<file path="src/rtl/uart_pkg.sv">
// Shared definitions for the UART transmit scheduler: byte width, busy-rise timeout
// and the scheduler state encoding.
package uart_pkg;

    localparam int unsigned BYTE_W            = 8;
    localparam int unsigned BUSY_RISE_TIMEOUT = 4;

    typedef enum logic [2:0] {
        StIdle   = 3'd0,
        StGrant  = 3'd1,
        StSend   = 3'd2,
        StWaitHi = 3'd3,
        StWaitLo = 3'd4,
        StGap    = 3'd5
    } state_e;

    // Counter width able to hold 0..val-1, never less than one bit.
    function automatic int unsigned cnt_width(input int unsigned val);
        return (val > 1) ? $clog2(val) : 1;
    endfunction

endpackage

</file>
<file path="src/rtl/uart_tx_sched_if.sv">
// Requester and UART-core signal bundle of the transmit scheduler.
// master is the scheduler side; slave is the requester/UART-core side.
interface uart_tx_sched_if
    import uart_pkg::*;
#(
    parameter int unsigned N_REQ = 2,
    parameter int unsigned LEN_W = 3
) ();

    logic [N_REQ-1:0]        req;
    logic [N_REQ*LEN_W-1:0]  req_len;
    logic [N_REQ*BYTE_W-1:0] req_data;
    logic [N_REQ-1:0]        req_ack;
    logic [N_REQ-1:0]        gnt;
    logic [N_REQ-1:0]        frame_done;
    logic                    tx_start;
    logic [BYTE_W-1:0]       tx_data;
    logic                    tx_busy;
    logic                    busy;

    modport master (
        input  req,
        input  req_len,
        input  req_data,
        input  tx_busy,
        output req_ack,
        output gnt,
        output frame_done,
        output tx_start,
        output tx_data,
        output busy
    );

    modport slave (
        output req,
        output req_len,
        output req_data,
        output tx_busy,
        input  req_ack,
        input  gnt,
        input  frame_done,
        input  tx_start,
        input  tx_data,
        input  busy
    );

endinterface

</file>
<file path="src/rtl/rr_arbiter.sv">
// Combinational round-robin search: the first asserted request at or after the pointer
// (wrapping) wins. The pointer register lives in the caller.
module rr_arbiter #(
    parameter int unsigned N_REQ = 2,
    parameter int unsigned IDX_W = $clog2(N_REQ)
) (
    input  logic [N_REQ-1:0] req,
    input  logic [IDX_W-1:0] pointer,
    input  logic             enable,
    output logic [N_REQ-1:0] grant,
    output logic [IDX_W-1:0] idx
);

    always_comb begin
        int unsigned cand;
        logic        found;
        grant = '0;
        idx   = '0;
        found = 1'b0;
        cand  = 0;
        for (int unsigned k = 0; k < N_REQ; k++) begin
            cand = (32'(pointer) + k) % N_REQ;
            if (enable && !found && req[cand]) begin
                found       = 1'b1;
                grant[cand] = 1'b1;
                idx         = IDX_W'(cand);
            end
        end
    end

endmodule

</file>
<file path="src/rtl/uart_tx_sched.sv">
// Round-robin scheduler sharing one UART byte transmitter among N_REQ frame producers.
// Bytes are paced by the transmitter's busy flag; frames are separated by GAP_CYC idle cycles.
module uart_tx_sched
    import uart_pkg::*;
#(
    parameter int unsigned N_REQ   = 2,
    parameter int unsigned LEN_W   = 3,
    parameter int unsigned GAP_CYC = 16
) (
    input logic             clk,
    input logic             rst,
    uart_tx_sched_if.master bus
);

    localparam int unsigned IDX_W = $clog2(N_REQ);
    localparam int unsigned GAP_W = cnt_width(GAP_CYC);
    localparam int unsigned TO_W  = cnt_width(BUSY_RISE_TIMEOUT);

    localparam logic [GAP_W-1:0] GapLast = GAP_W'((GAP_CYC > 0) ? GAP_CYC - 1 : 0);
    localparam logic [TO_W-1:0]  HiLast  = TO_W'(BUSY_RISE_TIMEOUT - 1);
    localparam logic [IDX_W-1:0] IdxLast = IDX_W'(N_REQ - 1);

    state_e            state_q, state_d;
    logic [N_REQ-1:0]  gnt_q, gnt_d;
    logic [IDX_W-1:0]  idx_q, idx_d;
    logic [IDX_W-1:0]  ptr_q, ptr_d;
    logic [LEN_W-1:0]  byte_cnt_q, byte_cnt_d;
    logic [GAP_W-1:0]  gap_cnt_q, gap_cnt_d;
    logic [TO_W-1:0]   hi_cnt_q, hi_cnt_d;
    logic [BYTE_W-1:0] tx_data_q, tx_data_d;

    logic [N_REQ-1:0]  arb_grant;
    logic [IDX_W-1:0]  arb_idx;
    logic [LEN_W-1:0]  cur_len;
    logic [BYTE_W-1:0] cur_data;
    logic [N_REQ-1:0]  req_ack;
    logic [N_REQ-1:0]  frame_done;
    logic              tx_start;

    rr_arbiter #(
        .N_REQ (N_REQ),
        .IDX_W (IDX_W)
    ) u_rr_arbiter (
        .req     (bus.req),
        .pointer (ptr_q),
        .enable  (state_q == StIdle),
        .grant   (arb_grant),
        .idx     (arb_idx)
    );

    assign cur_len  = bus.req_len[32'(idx_q) * LEN_W +: LEN_W];
    assign cur_data = bus.req_data[32'(idx_q) * BYTE_W +: BYTE_W];

    always_comb begin
        state_d    = state_q;
        gnt_d      = gnt_q;
        idx_d      = idx_q;
        ptr_d      = ptr_q;
        byte_cnt_d = byte_cnt_q;
        gap_cnt_d  = gap_cnt_q;
        hi_cnt_d   = hi_cnt_q;
        tx_data_d  = tx_data_q;
        req_ack    = '0;
        frame_done = '0;
        tx_start   = 1'b0;

        unique case (state_q)
            StIdle: begin
                // Grant is registered here so it is visible in the GRANT cycle.
                if (|bus.req) begin
                    idx_d   = arb_idx;
                    gnt_d   = arb_grant;
                    state_d = StGrant;
                end
            end
            StGrant: begin
                byte_cnt_d = cur_len;
                state_d    = StSend;
            end
            StSend: begin
                if (!bus.tx_busy) begin
                    tx_start  = 1'b1;
                    tx_data_d = cur_data;
                    req_ack   = gnt_q;
                    hi_cnt_d  = '0;
                    state_d   = StWaitHi;
                end
            end
            StWaitHi: begin
                // A core that never raises busy is treated as having sent the byte.
                if (bus.tx_busy || (hi_cnt_q == HiLast)) begin
                    state_d = StWaitLo;
                end else begin
                    hi_cnt_d = hi_cnt_q + 1'b1;
                end
            end
            StWaitLo: begin
                if (!bus.tx_busy) begin
                    if (byte_cnt_q == '0) begin
                        frame_done = gnt_q;
                        gnt_d      = '0;
                        ptr_d      = (idx_q == IdxLast) ? '0 : idx_q + 1'b1;
                        gap_cnt_d  = '0;
                        state_d    = (GAP_CYC == 0) ? StIdle : StGap;
                    end else begin
                        byte_cnt_d = byte_cnt_q - 1'b1;
                        state_d    = StSend;
                    end
                end
            end
            StGap: begin
                if (gap_cnt_q == GapLast) begin
                    state_d = StIdle;
                end else begin
                    gap_cnt_d = gap_cnt_q + 1'b1;
                end
            end
            default: begin
                state_d = StIdle;
                gnt_d   = '0;
            end
        endcase
    end

    always_ff @(posedge clk) begin
        if (rst) begin
            state_q    <= StIdle;
            gnt_q      <= '0;
            idx_q      <= '0;
            ptr_q      <= '0;
            byte_cnt_q <= '0;
            gap_cnt_q  <= '0;
            hi_cnt_q   <= '0;
            tx_data_q  <= '0;
        end else begin
            state_q    <= state_d;
            gnt_q      <= gnt_d;
            idx_q      <= idx_d;
            ptr_q      <= ptr_d;
            byte_cnt_q <= byte_cnt_d;
            gap_cnt_q  <= gap_cnt_d;
            hi_cnt_q   <= hi_cnt_d;
            tx_data_q  <= tx_data_d;
        end
    end

    // tx_data shows the byte combinationally in the start cycle, then holds it.
    assign bus.tx_data    = tx_start ? cur_data : tx_data_q;
    assign bus.tx_start   = tx_start;
    assign bus.req_ack    = req_ack;
    assign bus.frame_done = frame_done;
    assign bus.gnt        = gnt_q;
    assign bus.busy       = (state_q != StIdle);

    a_gnt_onehot : assert property (@(posedge clk) disable iff (rst) $onehot0(gnt_q));
    a_done_onehot : assert property (@(posedge clk) disable iff (rst) $onehot0(frame_done));
    a_ack_granted : assert property (@(posedge clk) disable iff (rst) (req_ack & ~gnt_q) == '0);

endmodule

</file>
<file path="src/flat_wrapper.sv">
// flat-port wrapper written by rule: the top's interface ports become plain ports
module uart_tx_sched_flat import uart_pkg::*;
#(
    parameter int unsigned N_REQ   = 2,
    parameter int unsigned LEN_W   = 3,
    parameter int unsigned GAP_CYC = 16
)
  (clk, rst, bus_req, bus_req_len, bus_req_data, bus_tx_busy, bus_req_ack, bus_gnt, bus_frame_done, bus_tx_start, bus_tx_data, bus_busy);
  uart_tx_sched_if #(.N_REQ(N_REQ), .LEN_W(LEN_W)) bus_i ();
  input logic clk;
  input logic rst;
  input wire logic [$bits(bus_i.req)-1:0] bus_req;
  input wire logic [$bits(bus_i.req_len)-1:0] bus_req_len;
  input wire logic [$bits(bus_i.req_data)-1:0] bus_req_data;
  input wire logic [$bits(bus_i.tx_busy)-1:0] bus_tx_busy;
  output wire logic [$bits(bus_i.req_ack)-1:0] bus_req_ack;
  output wire logic [$bits(bus_i.gnt)-1:0] bus_gnt;
  output wire logic [$bits(bus_i.frame_done)-1:0] bus_frame_done;
  output wire logic [$bits(bus_i.tx_start)-1:0] bus_tx_start;
  output wire logic [$bits(bus_i.tx_data)-1:0] bus_tx_data;
  output wire logic [$bits(bus_i.busy)-1:0] bus_busy;
  assign bus_i.req = bus_req;
  assign bus_i.req_len = bus_req_len;
  assign bus_i.req_data = bus_req_data;
  assign bus_i.tx_busy = bus_tx_busy;
  assign bus_req_ack = bus_i.req_ack;
  assign bus_gnt = bus_i.gnt;
  assign bus_frame_done = bus_i.frame_done;
  assign bus_tx_start = bus_i.tx_start;
  assign bus_tx_data = bus_i.tx_data;
  assign bus_busy = bus_i.busy;
  uart_tx_sched #(.N_REQ(N_REQ), .LEN_W(LEN_W), .GAP_CYC(GAP_CYC)) u_core (.clk(clk), .rst(rst), .bus(bus_i));
endmodule
</file>
<file path="config.mk">
export PLATFORM = sky130hd
export DESIGN_NAME = uart_tx_sched_flat
export DESIGN_NICKNAME = d
export VERILOG_FILES = /design/src/rtl/uart_pkg.sv /design/src/rtl/uart_tx_sched_if.sv /design/src/rtl/rr_arbiter.sv /design/src/rtl/uart_tx_sched.sv /design/src/flat_wrapper.sv
export SDC_FILE = /design/constraint.sdc
export NUM_CORES = 1
export LEC_CHECK = 0
export ABC_AREA = 1
export BUFFER_PORTS_ARGS = -buffer_cell sky130_fd_sc_hd__buf_2
export CORE_UTILIZATION = 30
export DETAILED_ROUTE_END_ITERATION = 12
export GPL_ROUTABILITY_DRIVEN = 0
export PLACE_DENSITY = 0.6
export SKIP_CTS_REPAIR_TIMING = 1
export SLEW_MARGIN = 30
export SYNTH_ARGS = -nofsm -noshare
export SYNTH_HDL_FRONTEND = slang
export SYNTH_SLANG_ARGS = --single-unit
</file>
<file path="constraint.sdc">
create_clock -name clk -period 1.1 [get_ports clk]
set_input_delay 0.11 -clock clk [delete_from_list [all_inputs] [get_ports clk]]
set_output_delay 0.11 -clock clk [all_outputs]
set_load 0.005 [all_outputs]
</file>
Word-level counts from Yosys, hierarchy flattened

Cells that the tools add are included.

Register bits: 24
Input port bits: 27
Word-level logic and storage cells: 105
Memory bits (writable): 0
Memory bits (read-only): 0
Latch bits: 0
Memories kept: 0

Add/sub/neg operators: 5
Multipliers: 1
Order comparisons: 4
Muxes and demuxes: 43
Equality and inequality tests: 16
Bitwise operators: 3
Shift operators: 2
Reductions and logical operators: 23
Divide/modulo/power cells: 0

Operators by type and width:

| kind                                                       | count |
|---|---|
| 2-to-1 mux 2 bit                                           | 12 |
| 2-to-1 mux 3 bit                                           | 8 |
| case mux 3 bit (6 select lines)                            | 1 |
| variable part select 16 x 5 -> 8 bit                       | 1 |
| 2-to-1 mux 1 bit                                           | 12 |
| 2-to-1 mux 4 bit                                           | 3 |
| != test 2 bit, second input constant                       | 5 |
| AND reduction 3 bit                                        | 3 |
| 2-to-1 mux 8 bit                                           | 1 |
| != test 2 x 1 -> 1 bit, second input constant              | 4 |
| case mux 4 bit (2 select lines)                            | 1 |
| AND reduction 4 bit                                        | 2 |
| equality test 3 x 2 -> 1 bit, second input constant        | 2 |
| equality test 3 bit, second input constant                 | 2 |
| logical NOT 3 bit                                          | 2 |
| case mux 2 bit (3 select lines)                            | 1 |
| case mux 3 bit (2 select lines)                            | 1 |
| nonzero test 2 bit                                         | 3 |
| variable part select 6 x 4 -> 3 bit                        | 1 |
| logical AND 1 bit                                          | 5 |
| AND reduction 5 bit                                        | 1 |
| adder 4 x 1 -> 4 bit, second input constant                | 1 |
| equality test 4 bit, second input constant                 | 1 |
| less-than comparator 1 x 2 -> 1 bit, second input constant | 2 |
| 17 further kinds                                           | 22 |

Longest topological paths before layout

Gate-level depths: netlist (run 1).

Word-level depth: 10
Gate-level depth with buffers: 9
Gate-level depth less buffers: 9

Cells and area by module

A second synthesis (run 1) with hierarchy kept.

Cells, all modules: 235
Area total of the unflattened synthesis: 1524.0 µm²

Modules (own cells, without submodules):

| module        | times used | cells each | area an instance (µm²) |
|---|---|---|---|
| uart_tx_sched | 1          | 229        | 1497.7 |
| rr_arbiter    | 1          | 6          | 26.3 |

Least setup slack after synthesis (run 1)

No wires, ideal clock.

Path kind: register to register
Start point: reg u_core.state_q[2]
End point: reg u_core.tx_data_q[0]
Cell stages (with the launch flop): 9
Slack: -0.111 ns
Library setup time: 0.128 ns
Data required time: 0.972 ns
Buffers on the path: 0
Data arrival time: 1.083 ns
Path through: dfxtp_1 -> inv_2 -> nand2_2 -> nor2_2 -> nand2_4 -> inv_4 -> or2_1 -> o21ai_2 -> nor2_1

Cells in the longest elaborated chain, start to end: 2

Ends and longest elaborated chain:

| what                                 | line                 | source |
|---|---|---|
| start, declared                      | uart_tx_sched.sv:23  | `state_e state_q, state_d;` |
| start signal, assigned               | uart_tx_sched.sv:127 | `state_q <= StIdle;` |
| start signal, assigned               | uart_tx_sched.sv:136 | `state_q <= state_d;` |
| equality test 3 x 2 -> 1 bit         | uart_tx_sched.sv:67  | `unique case (state_q)` |
| AND reduction 2 bit (no source line) | -                    |  |
| end signal, assigned                 | uart_tx_sched.sv:143 | `tx_data_q <= tx_data_d;` |
| end, declared                        | uart_tx_sched.sv:30  | `logic [BYTE_W-1:0] tx_data_q, tx_data_d;` |

No other way between the ends.
A chain may end at the register's enable or synchronous reset.

Worst setup path after layout (run 1)

Start point: reg u_core.state_q[2]
End point: out bus_tx_data[5]

Cells in the longest elaborated chain, start to end: 3

Ends and longest elaborated chain:

| what                         | line                 | source |
|---|---|---|
| equality test 3 x 2 -> 1 bit | uart_tx_sched.sv:67  |  |
| 2-to-1 mux 1 bit             | uart_tx_sched.sv:67  |  |
| 2-to-1 mux 8 bit             | uart_tx_sched.sv:148 | `assign bus.tx_data = tx_start ? cur_data : tx_data_q;` |
| end, declared                | flat_wrapper.sv:20   | `output wire logic [$bits(bus_i.tx_data)-1:0] bus_tx_data;` |

No other way between the ends.

==> results.md, run 1 <==
- Kind of start point of the critical path: flop
- Final hold slack: 0.186 ns
- RSZ-0062 raised after global routing: yes
- YS warnings: 0
- Number of antenna violations at the first check in global routing: 0
- Final Max Slew Viols: 0
- Register area share after synthesis: 31.7%
- Data required, critical path: 0.99 ns
- Fmax: 0.663 GHz
- CTS Buf Count: 3
- Remaining routing DRC violations: 0
- # setup viols final: 38
- Status: finished with violations
- Share of layout cells above drive strength 1: 47.2%
- Initial DRC count: 63
- Die Wd: 73.1 um
- Total of max-cap violations: 0
- Number of port buffers: 42
- Yosys cell types: 26
- Synth Area in Compound Gates: 11.4%
- Reg clk slew, reported paths: 0.08 ns
- ANT cells: 0
- First-pass GRT wire length: 5.88 mm
- Power Density: 2040 nW/um^2
- Crit end category: primary output
- Wirelength, routed: 3.88 mm
- Maximum buffer depth of the clock tree: 2
- Largest net degree at the start of global routing: 16
- Final Hold Fails: 0
- Routed Antenna Nets: 0
- Final period util: 137%
- Place WS: -0.186 ns
- WP data arrival: 1.40 ns
- Wire per inst: 10.1 um
- DIE AREA: 5340 um^2
- Root Driver: clkbuf_8
- Area of the mapped netlist: 1520 um^2
- Post-synthesis xor/xnor area fraction: 1.16%
- Hold Crit Class: in -> reg
- Core Region: 4790 um^2
- Number of synthesized register bits: 24
- Peak VDD IR: 1470 uV
- Final Instance Area: 2320 um^2
- Slew @ Worst Pin: 0.357 ns
- Clk sinks: 24
- Pleak: 0.00125 uW
- FP Rows: 25
- Cells after DPL: 372
- Overall power: 4720 uW
- Chip Height: 73.1 um
- Drt pass-1 iters: 4
- GR Overflow Total: 0
- Vias in the first global route: 1,398
- Total GRT Usage: 14.0%
- Vias: 1,653
- Syn nets: 268
- Synth-to-Final Area Change: 52.8%
- Non-filler cells in the finished layout: 385
- Simple-Gate Fraction of Synth Area: 41.5%
- Final Skew: 0.00109 ns
- Kind of critical path: reg -> out
- Hpwl dp: 2.80 mm
- Clock period minus worst slack: 1.51 ns
- Clock network latency to the later pin of the worst-skew pair: 0.26 ns
- Post-synthesis mux area share: 0%
- Largest family of logic cells by synthesized area: simple AND/OR/NAND/NOR gates
- Failing checks: negative setup slack
- H-tree depth: 1
- CTS tree: done
- Vias per cell: 4.29
- Relative slew slack: 76.1%
- DP Area: 2030 um^2
- Critical path peak fanout: 6
- Flop2flop setup slack: -0.27 ns
- Initial Util: 31.7%
- Post-Syn Instances: 237
- Setup ws final: -0.409 ns
- I/O pins: 43
- Syn_area_per_cell: 6.39 um^2
- # nets final: 350
- Synth Area in Adders: 3.30%
## cell type report
class	count	area, um^2
multi-input combinational	176	1010
tap	67	83.8
timing repair buffer	83	544
sequential	24	498
fill	483	2470
inverter	31	125
clock buffer	4	55.1
## cells in the mapped netlist
master	n	area (um^2)
buf_1	1	3.75
nor2_2	3	18.8
dfxtp_1	24	480
xor2_1	2	17.5
or2_2	1	6.26
nand3_1	13	65.1
nand2_1	68	255
clkbuf_1	2	7.51
buf_2	1	5.00
o21ai_2	8	70.1
nand2_4	3	33.8
nand2_2	2	12.5
o21ai_0	7	35.0
or2_1	8	50.1
o21ai_1	1	5.00
o211ai_1	1	7.51
nor2_1	41	154
buf_6	1	11.3
nor2_4	2	22.5
inv_1	26	97.6
inv_2	4	15.0
inv_4	1	6.26
nand3_2	1	10.0
a21oi_1	11	55.1
ha_1	4	50.1
buf_12	1	20.0
## kinds of logic (layout without fill, tap and decap cells)
logic type,Yosys count,after routing
AND/OR/NAND/NOR,142,142
buffers and inverters,37,118
AO/OA/AOI/OAI,28,28
flip-flops,24,24
adder cells (fa/ha/maj),4,4
XOR/XNOR,2,2
## registers in the layout, summed over array words and instances (netlist names)
name,count
u_core.tx_data_q,8
u_core.gap_cnt_q,4
u_core.byte_cnt_q,3
u_core.state_q,3
u_core.bus.gnt,2
u_core.hi_cnt_q,2
u_core.idx_q,1
u_core.ptr_q,1
## cells in the final DEF (no fill, tap or decap), drive strengths merged
| master | netlist | final |
|---|---|---|
| dfxtp | 24 | 24 |
| xor2 | 2 | 2 |
| o21ai | 16 | 16 |
| inv | 31 | 30 |
| a21oi | 11 | 11 |
| nor2 | 46 | 46 |
| or2 | 9 | 9 |
| clkbuf | 2 | 4 |
| buf | 4 | 83 |
| nand3 | 14 | 14 |
| nand2 | 73 | 73 |
| clkinvlp | 0 | 1 |
| o211ai | 1 | 1 |
| ha | 4 | 4 |
## worst max-delay path, cell delays in order, from the launching register on
cell	delay, ns
dfxtp_2	0.35
inv_2	0.08
nand2_4	0.06
nor2_4	0.11
nand2_4	0.07
buf_4	0.17
o21ai_2	0.13
inv_1	0.05
buf_2	0.12
## final timing paths
check	startpoint	end	cells after the start
hold / removal	bus_req_data[1]	u_core.tx_data_q[1]	5
hold reg to reg	u_core.bus.gnt[0]	u_core.bus.gnt[0]	2
setup / recovery	u_core.state_q[2]	bus_tx_data[5]	8
setup reg to reg	u_core.state_q[0]	u_core.gap_cnt_q[1]	8
## power by group
part	internal, uW	switching, uW	leakage, uW
Combinational	1350	1530	0.00102
Clock	319	272	0.0000288
Sequential	1080	165	0.000200
## through the flow
step | setup TNS, ns | utilization, %
floorplan | -0.582 | -
global placement | -3.87 | 42.5
detailed placement | -4.29 | 42.5
CTS | -9.32 | 43.7
global route | -10.55 | 48.4
finish | -7.85 | 48.4
## metal layers
metal	routed length [um]	vias up	GRT usage [%]
met5	0	-	0
met4	32	0	2.18
met3	153	4	3.31
met2	1890	30	24.7
met1	1800	725	17.5
li1	-	894	-
(Power assumes the default switching activity.)
==> inputs of run 2 (changes only) <==
--- a/config.mk
+++ b/config.mk
@@ -6,11 +6,10 @@
 export NUM_CORES = 1
 export LEC_CHECK = 0
 export ABC_AREA = 1
-export BUFFER_PORTS_ARGS = -buffer_cell sky130_fd_sc_hd__buf_2
 export CORE_UTILIZATION = 30
 export DETAILED_ROUTE_END_ITERATION = 12
+export DONT_BUFFER_PORTS = 1
 export GPL_ROUTABILITY_DRIVEN = 0
-export PLACE_DENSITY = 0.6
 export SKIP_CTS_REPAIR_TIMING = 1
 export SLEW_MARGIN = 30
 export SYNTH_ARGS = -nofsm -noshare
==> run 2 against run 1 <==
  * The run still ends with negative setup slack left
  * Clock-buffer cell count fell by 1
  * Sequential share of layout area increased by 0.58 points
  * Non-clock buffer count shrank 40
  * Via count is 7.0% lower
  * Cell count shrank 10%
  * Critical path type unchanged
==> results.md, run 2 (synthesis results as in run 1) <==
- Flop2flop setup slack: -0.29 ns (was -0.27 ns)
- Fmax: 0.674 GHz (was 0.663 GHz)
- Clock network latency to the later pin of the worst-skew pair: 0.28 ns (was 0.26 ns)
- GR Overflow Total: 0 (unchanged)
- Hpwl dp: 2.65 mm (was 2.80 mm)
- Wirelength, routed: 4.20 mm (was 3.88 mm)
- CTS tree: done (unchanged)
- Vias in the first global route: 1,274 (was 1,398)
- Hold Crit Class: in -> reg (unchanged)
- Number of port buffers: 0 (was 42)
- Critical R2R Capture: u_core.bus.gnt[0] (was u_core.gap_cnt_q[1])
- Power Density: 2230 nW/um^2 (was 2040 nW/um^2)
- # nets final: 310 (was 350)
- Remaining routing DRC violations: 0 (unchanged)
- Core Region: 4790 um^2 (unchanged)
- DIE AREA: 5340 um^2 (unchanged)
- Total of max-cap violations: 0 (unchanged)
- Data required, critical path: 0.99 ns (about the same)
- R2R Path Start: u_core.state_q[0] (unchanged)
- DP Area: 1760 um^2 (was 2030 um^2)
- Final Instance Area: 2260 um^2 (was 2320 um^2)
- Maximum buffer depth of the clock tree: 2 (unchanged)
- Place WS: -0.180 ns (was -0.186 ns)
- Initial Util: 31.7% (unchanged)
- ANT cells: 0 (unchanged)
- Status: finished with violations (unchanged)
- Reg clk slew, reported paths: 0.09 ns (was 0.08 ns)
- Final Max Slew Viols: 0 (unchanged)
- Share of layout cells above drive strength 1: 44.2% (was 47.2%)
- Chip Height: 73.1 um (unchanged)
- Worst Hold Path EP: u_core.bus.gnt[0] (was u_core.tx_data_q[1])
- Highest-count cells in the layout ignoring fill and taps: nand2_1 (59), buf_4 (34), nor2_1 (30) (was nand2_1 (61), buf_2 (42), nor2_1 (35))
- Clk sinks: 24 (unchanged)
- Slew @ Worst Pin: 0.703 ns (was 0.357 ns)
- Root Driver: clkbuf_8 (unchanged)
- H-tree depth: 1 (unchanged)
- Final period util: 135% (was 137%)
- Clock period minus worst slack: 1.48 ns (was 1.51 ns)
- RSZ-0062 raised after global routing: yes (unchanged)
- Failing checks: negative setup slack (unchanged)
- Fin util: 47.2% (was 48.4%)
- Initial DRC count: 50 (was 63)
- Drt pass-1 iters: 4 (unchanged)
- I/O pins: 43 (unchanged)
- Critical path peak fanout: 5 (was 6)
- Die Wd: 73.1 um (unchanged)
- FP Rows: 25 (unchanged)
- Kind of start point of the critical path: flop (unchanged)
- Hold path cells: 3 (was 5)
- First-pass GRT wire length: 5.77 mm (was 5.88 mm)
- Relative slew slack: 52.9% (was 76.1%)
- Leading cell type in the layout, fill and taps excluded: nand2_1 (unchanged)
- Final Hold Fails: 0 (unchanged)
- Peak VDD IR: 1240 uV (was 1470 uV)
- Wire per inst: 12.2 um (was 10.1 um)
- Final hold slack: 0.0466 ns (was 0.186 ns)
- WP data arrival: 1.37 ns (was 1.40 ns)
- Total GRT Usage: 13.9% (was 14.0%)
- Fillers: 450 (was 483)
- Synth-to-Final Area Change: 49.2% (was 52.8%)
- Final Skew: 0.00828 ns (was 0.00109 ns)
- Number of antenna violations at the first check in global routing: 0 (unchanged)
- Crit end category: primary output (unchanged)
- Vias per cell: 4.46 (was 4.29)
- Worst hold start: bus_req[1] (was bus_req_data[1])
- R2R depth: 9 (was 8)
- Max FFs per register: 8 (unchanged)
- Largest registers: u_core.tx_data_q: 8 flops, u_core.gap_cnt_q: 4 flops (unchanged)
- Largest net degree at the start of global routing: 17 (was 16)
- CTS Buf Count: 3 (unchanged)
- Routed Antenna Nets: 0 (unchanged)
- Pleak: 0.00111 uW (was 0.00125 uW)
- Vias: 1,538 (was 1,653)
- # setup viols final: 38 (unchanged)
- Largest Register: u_core.tx_data_q (unchanged)
- Kind of critical path: reg -> out (unchanged)
- Setup ws final: -0.384 ns (was -0.409 ns)
## run 2: cell types whose count changed in the layout (fill, tap and decap cells not counted), sizes merged
cell and change:
dlygate4sd3 +1, buf -43, bufinv +1, clkbuf +1
## run 2: power by group
group	switching (uW)	internal [uW]
clock	310	487
sequential	143	1080
combinational	1650	1380
total	2110	2940
## run 2: cell type report
cell class	instances	area, um^2	share of cell area, %
Clock inverter	1	30.0	1.33
Timing Repair Buffer	43	372	16.4
Clock buffer	3	41.3	1.83
Multi-Input combinational cell	176	1100	48.6
Inverter	31	135	5.98
Tap cell	67	83.8	3.71
Sequential cell	24	499	22.1
## run 2: critical path, cell delays in order, from the launching register on
cell and delay [ns]:
dfxtp_4 0.37, inv_4 0.08, nand2_4 0.06, nor2_4 0.11, nand2_4 0.11, clkbuf_16 0.18, o21ai_4 0.14, inv_2 0.05
## run 2: per-stage QoR
| step | TNS, ns | cells | total power (uW) |
|---|---|---|---|
| after floorplan | -0.582 | 237 | 2710 |
| after global placement | -4.22 | 322 | 3320 |
| after detailed placement | -4.64 | 322 | 3320 |
| after CTS | -9.69 | 326 | 4150 |
| after global routing | -11.81 | 345 | 5420 |
| final | -9.12 | 345 | 5050 |
## run 2: worst max path at each step
stage | startpoint | end | slack (ns) | depth (start not counted)
final | u_core.state_q[2] | bus_tx_data[5] | -0.38 | 7
after global routing | u_core.state_q[2] | bus_tx_data[2] | -0.46 | 8
after CTS | u_core.state_q[2] | bus_tx_data[4] | -0.47 | 7
after detailed placement | u_core.idx_q | u_core.byte_cnt_q[2] | -0.18 | 5
after global placement | u_core.state_q[2] | u_core.state_q[1] | -0.17 | 9
after floorplan | u_core.state_q[0] | u_core.gap_cnt_q[3] | -0.04 | 9
## run 2: per-layer routing
metal  up-vias  track usage, %  part of all wire [%]
met5         -               0                     0
met1       688            18.0                    43
met2        37            23.1                    50
met3         4            4.70                   6.0
li1        809               -                     -
met4         0            1.31                  0.74
==> inputs of run 3 (changes only) <==
--- a/config.mk
+++ b/config.mk
@@ -6,10 +6,12 @@
 export NUM_CORES = 1
 export LEC_CHECK = 0
 export ABC_AREA = 1
+export CORE_MARGIN = 4
 export CORE_UTILIZATION = 30
 export DETAILED_ROUTE_END_ITERATION = 12
 export DONT_BUFFER_PORTS = 1
 export GPL_ROUTABILITY_DRIVEN = 0
+export SETUP_SLACK_MARGIN = 0.02
 export SKIP_CTS_REPAIR_TIMING = 1
 export SLEW_MARGIN = 30
 export SYNTH_ARGS = -nofsm -noshare
==> run 3 against run 2 <==
  * The run still ends with negative setup slack left
  * Register-to-register slack worse by 0.09 ns
  * Clock skew is 0.0055 ns lower
  * Sequential cell count stayed put
  * Clock-buffer cell count stayed put
  * Fmax hardly changed
  * Hold slack worse by 0.0027 ns
  * Cell count is 0.58% higher
  * Sequential share of layout area is 0.45 points lower
  * First-iteration DRC count is 40% higher
  * Routed wire length is 4.6% higher
  * Power is 3.2% higher
  * Utilization is 0.42 points higher
==> results.md, run 3 (synthesis results as in run 1) <==
- Hold Crit Class: in -> reg (unchanged)
- R2R Path Start: u_core.state_q[0] (unchanged)
- Cells after DPL: 322 (unchanged)
- I/O pins: 43 (unchanged)
- Final period util: 135% (about the same)
- Flop2flop setup slack: -0.38 ns (was -0.29 ns)
- Die Wd: 79.1 um (was 73.1 um)
- Net Switching: 2140 uW (was 2110 uW)
- Core Region: 4820 um^2 (was 4790 um^2)
- Chip Height: 79.1 um (was 73.1 um)
- CP dominant cell by count: nor2_4 (was nand2_4)
- Critical R2R Capture: u_core.gap_cnt_q[0] (was u_core.bus.gnt[0])
- Setup ws final: -0.385 ns (was -0.384 ns)
- WP data arrival: 1.37 ns (about the same)
- ANT cells: 0 (unchanged)
- Fmax: 0.674 GHz (about the same)
- Hold path cells: 2 (was 3)
- Hpwl dp: 2.91 mm (was 2.65 mm)
- Overall power: 5210 uW (was 5050 uW)
- Vias in the first global route: 1,324 (was 1,274)
- Root Driver: clkbuf_8 (unchanged)
- Non-filler cells in the finished layout: 347 (was 345)
- Crit end category: primary output (unchanged)
- DIE AREA: 6250 um^2 (was 5340 um^2)
- Critical path peak fanout: 6 (was 5)
- # setup viols final: 38 (unchanged)
- Power Density: 2270 nW/um^2 (was 2230 nW/um^2)
- Total GRT Usage: 12.1% (was 13.9%)
- Vias per cell: 4.52 (was 4.46)
- Number of antenna violations at the first check in global routing: 0 (unchanged)
- Max FFs per register: 8 (unchanged)
- Wirelength, routed: 4.39 mm (was 4.20 mm)
- Worst Hold Path EP: u_core.bus.gnt[1] (was u_core.bus.gnt[0])
- Failing checks: negative setup slack (unchanged)
- Drt pass-1 iters: 4 (unchanged)
- Clock power frac: 15.2% (was 15.8%)
- Clk sinks: 24 (unchanged)
- Final Skew: 0.00282 ns (was 0.00828 ns)
- CP Cell Sequence: buf_6 -> nor2_4 -> nand2_4 -> nor2_4 -> nand2_4 -> nor2_4 (was inv_4 -> nand2_4 -> nor2_4 -> nand2_4 -> clkbuf_16 -> o21ai_4 -> inv_2)
- Kind of start point of the critical path: flop (unchanged)
- Clock network latency to the later pin of the worst-skew pair: 0.27 ns (was 0.28 ns)
- Vias: 1,567 (was 1,538)
- Final Max Slew Viols: 0 (unchanged)
- R2R depth: 9 (unchanged)
- Worst path max stage delay: 0.35 ns (was 0.37 ns)
- Number of port buffers: 0 (unchanged)
- Pleak: 0.00110 uW (was 0.00111 uW)
- Peak VDD IR: 1380 uV (was 1240 uV)
- Wire per inst: 12.7 um (was 12.2 um)
- Relative slew slack: 57.5% (was 52.9%)
- Largest Register: u_core.tx_data_q (unchanged)
- Highest-count cells in the layout ignoring fill and taps: nand2_1 (59), buf_4 (33), nor2_1 (31) (was nand2_1 (59), buf_4 (34), nor2_1 (30))
- Share of layout cells above drive strength 1: 45.4% (was 44.2%)
- Largest net degree at the start of global routing: 17 (unchanged)
- Slowest CP cell: dfxtp_2 (was dfxtp_4)
- Final Hold Fails: 0 (unchanged)
- Worst hold start: bus_req[1] (unchanged)
- P_int: 3060 uW (was 2940 uW)
- Clock period minus worst slack: 1.48 ns (about the same)
- Seq pwr share: 23.4% (was 24.2%)
- Slew @ Worst Pin: 0.635 ns (was 0.703 ns)
- Largest registers: u_core.tx_data_q: 8 flops, u_core.gap_cnt_q: 4 flops (unchanged)
- Synth-to-Final Area Change: 51.5% (was 49.2%)
- Data required, critical path: 0.99 ns (about the same)
- Initial DRC count: 70 (was 50)
- GR Overflow Total: 0 (unchanged)
- # nets final: 312 (was 310)
- Remaining routing DRC violations: 0 (unchanged)
- Status: finished with violations (unchanged)
- Reg clk slew, reported paths: 0.09 ns (about the same)
- CTS tree: done (unchanged)
- RSZ-0062 raised after global routing: yes (unchanged)
- Maximum buffer depth of the clock tree: 2 (unchanged)
- CTS Buf Count: 3 (unchanged)
- FP Rows: 25 (unchanged)
- First-pass GRT wire length: 6.02 mm (was 5.77 mm)
- Initial Util: 31.5% (was 31.7%)
- Routed Antenna Nets: 0 (unchanged)
- H-tree depth: 1 (unchanged)
- Total of max-cap violations: 0 (unchanged)
- Gate power share: 61.4% (was 60.0%)
- Kind of critical path: reg -> out (unchanged)
- Leading cell type in the layout, fill and taps excluded: nand2_1 (unchanged)
- Sw Ratio: 41.1% (was 41.7%)
==> run 3: cell types whose count changed in the layout (fill, tap and decap cells not counted), moves of 2 or more <==
cell     delta
inv_2       +6
o21ai_0     -2
o21ai_1     +2
ha_2        +2
inv_1       -4
nor2_4      +3
nand3_1     +2
buf_6       +2
inv_4       -2
nor2_2      -4
==> run 3: metal layers <==
| metal | part of all wire, % | vias up | GRT usage, % |
|---|---|---|---|
| li1 | - | 813 | - |
| met1 | 41 | 701 | 15.3 |
| met2 | 50 | 51 | 19.4 |
| met3 | 8.0 | 2 | 4.31 |
| met4 | 0.32 | 0 | 3.44 |
| met5 | 0 | - | 0 |
==> run 3: critical path: cells and delay by family (launching register included) <==
kind	cells	cell delay [ns]
and+or+nand+nor	5	0.63
DFF	1	0.35
buffers and inverters	1	0.13
==> run 3: area by class of cell <==
type | count | area [um^2]
Timing Repair Buffer | 45 | 407
Inverter | 31 | 130
Sequential cell | 24 | 497
Fill cell | 497 | 2520
Multi-Input combinational cell | 176 | 1110
Clock buffer | 3 | 41.3
Tap cell | 67 | 83.8
Clock inverter | 1 | 30.0
==> run 3: per-stage QoR <==
step           setup WS [ns]  hold WS [ns]  utilization, %  area, um^2  TNS (ns)
5_1_grt               -0.457        0.0452            47.7        2300    -12.26
6_report              -0.385        0.0439            47.7        2300     -9.50
3_3_place_gp          -0.164         0.175            36.8        1770     -4.12
4_1_cts               -0.484        -0.125            38.3        1840     -9.46
2_1_floorplan        -0.0361         0.308               -        1560    -0.582
3_5_place_dp          -0.188         0.177            36.8        1770     -4.61
==> run 3: power groups by stage <==
stage / clock network [uW] / registers, uW / logic (uW)
CTS: 823 / 1190 / 2170
global route: 863 / 1240 / 3530
detailed placement: 0 / 1210 / 2150
finish: 791 / 1220 / 3200
global placement: 0 / 1210 / 2140
floorplan: 0 / 1180 / 1550
==> run 3: worst max-delay path by stage <==
stage                                 start                   to  slack, ns  cells past startpoint
final                     u_core.state_q[0]    bus_frame_done[1]      -0.38                      6
after floorplan           u_core.state_q[0]  u_core.gap_cnt_q[3]      -0.04                      9
after CTS                 u_core.state_q[0]       bus_tx_data[5]      -0.48                      6
after detailed placement  u_core.state_q[0]    u_core.state_q[2]      -0.19                      9
after global routing      u_core.state_q[0]    bus_frame_done[1]      -0.46                      6
after global placement    u_core.state_q[0]       bus_tx_data[5]      -0.16                      6
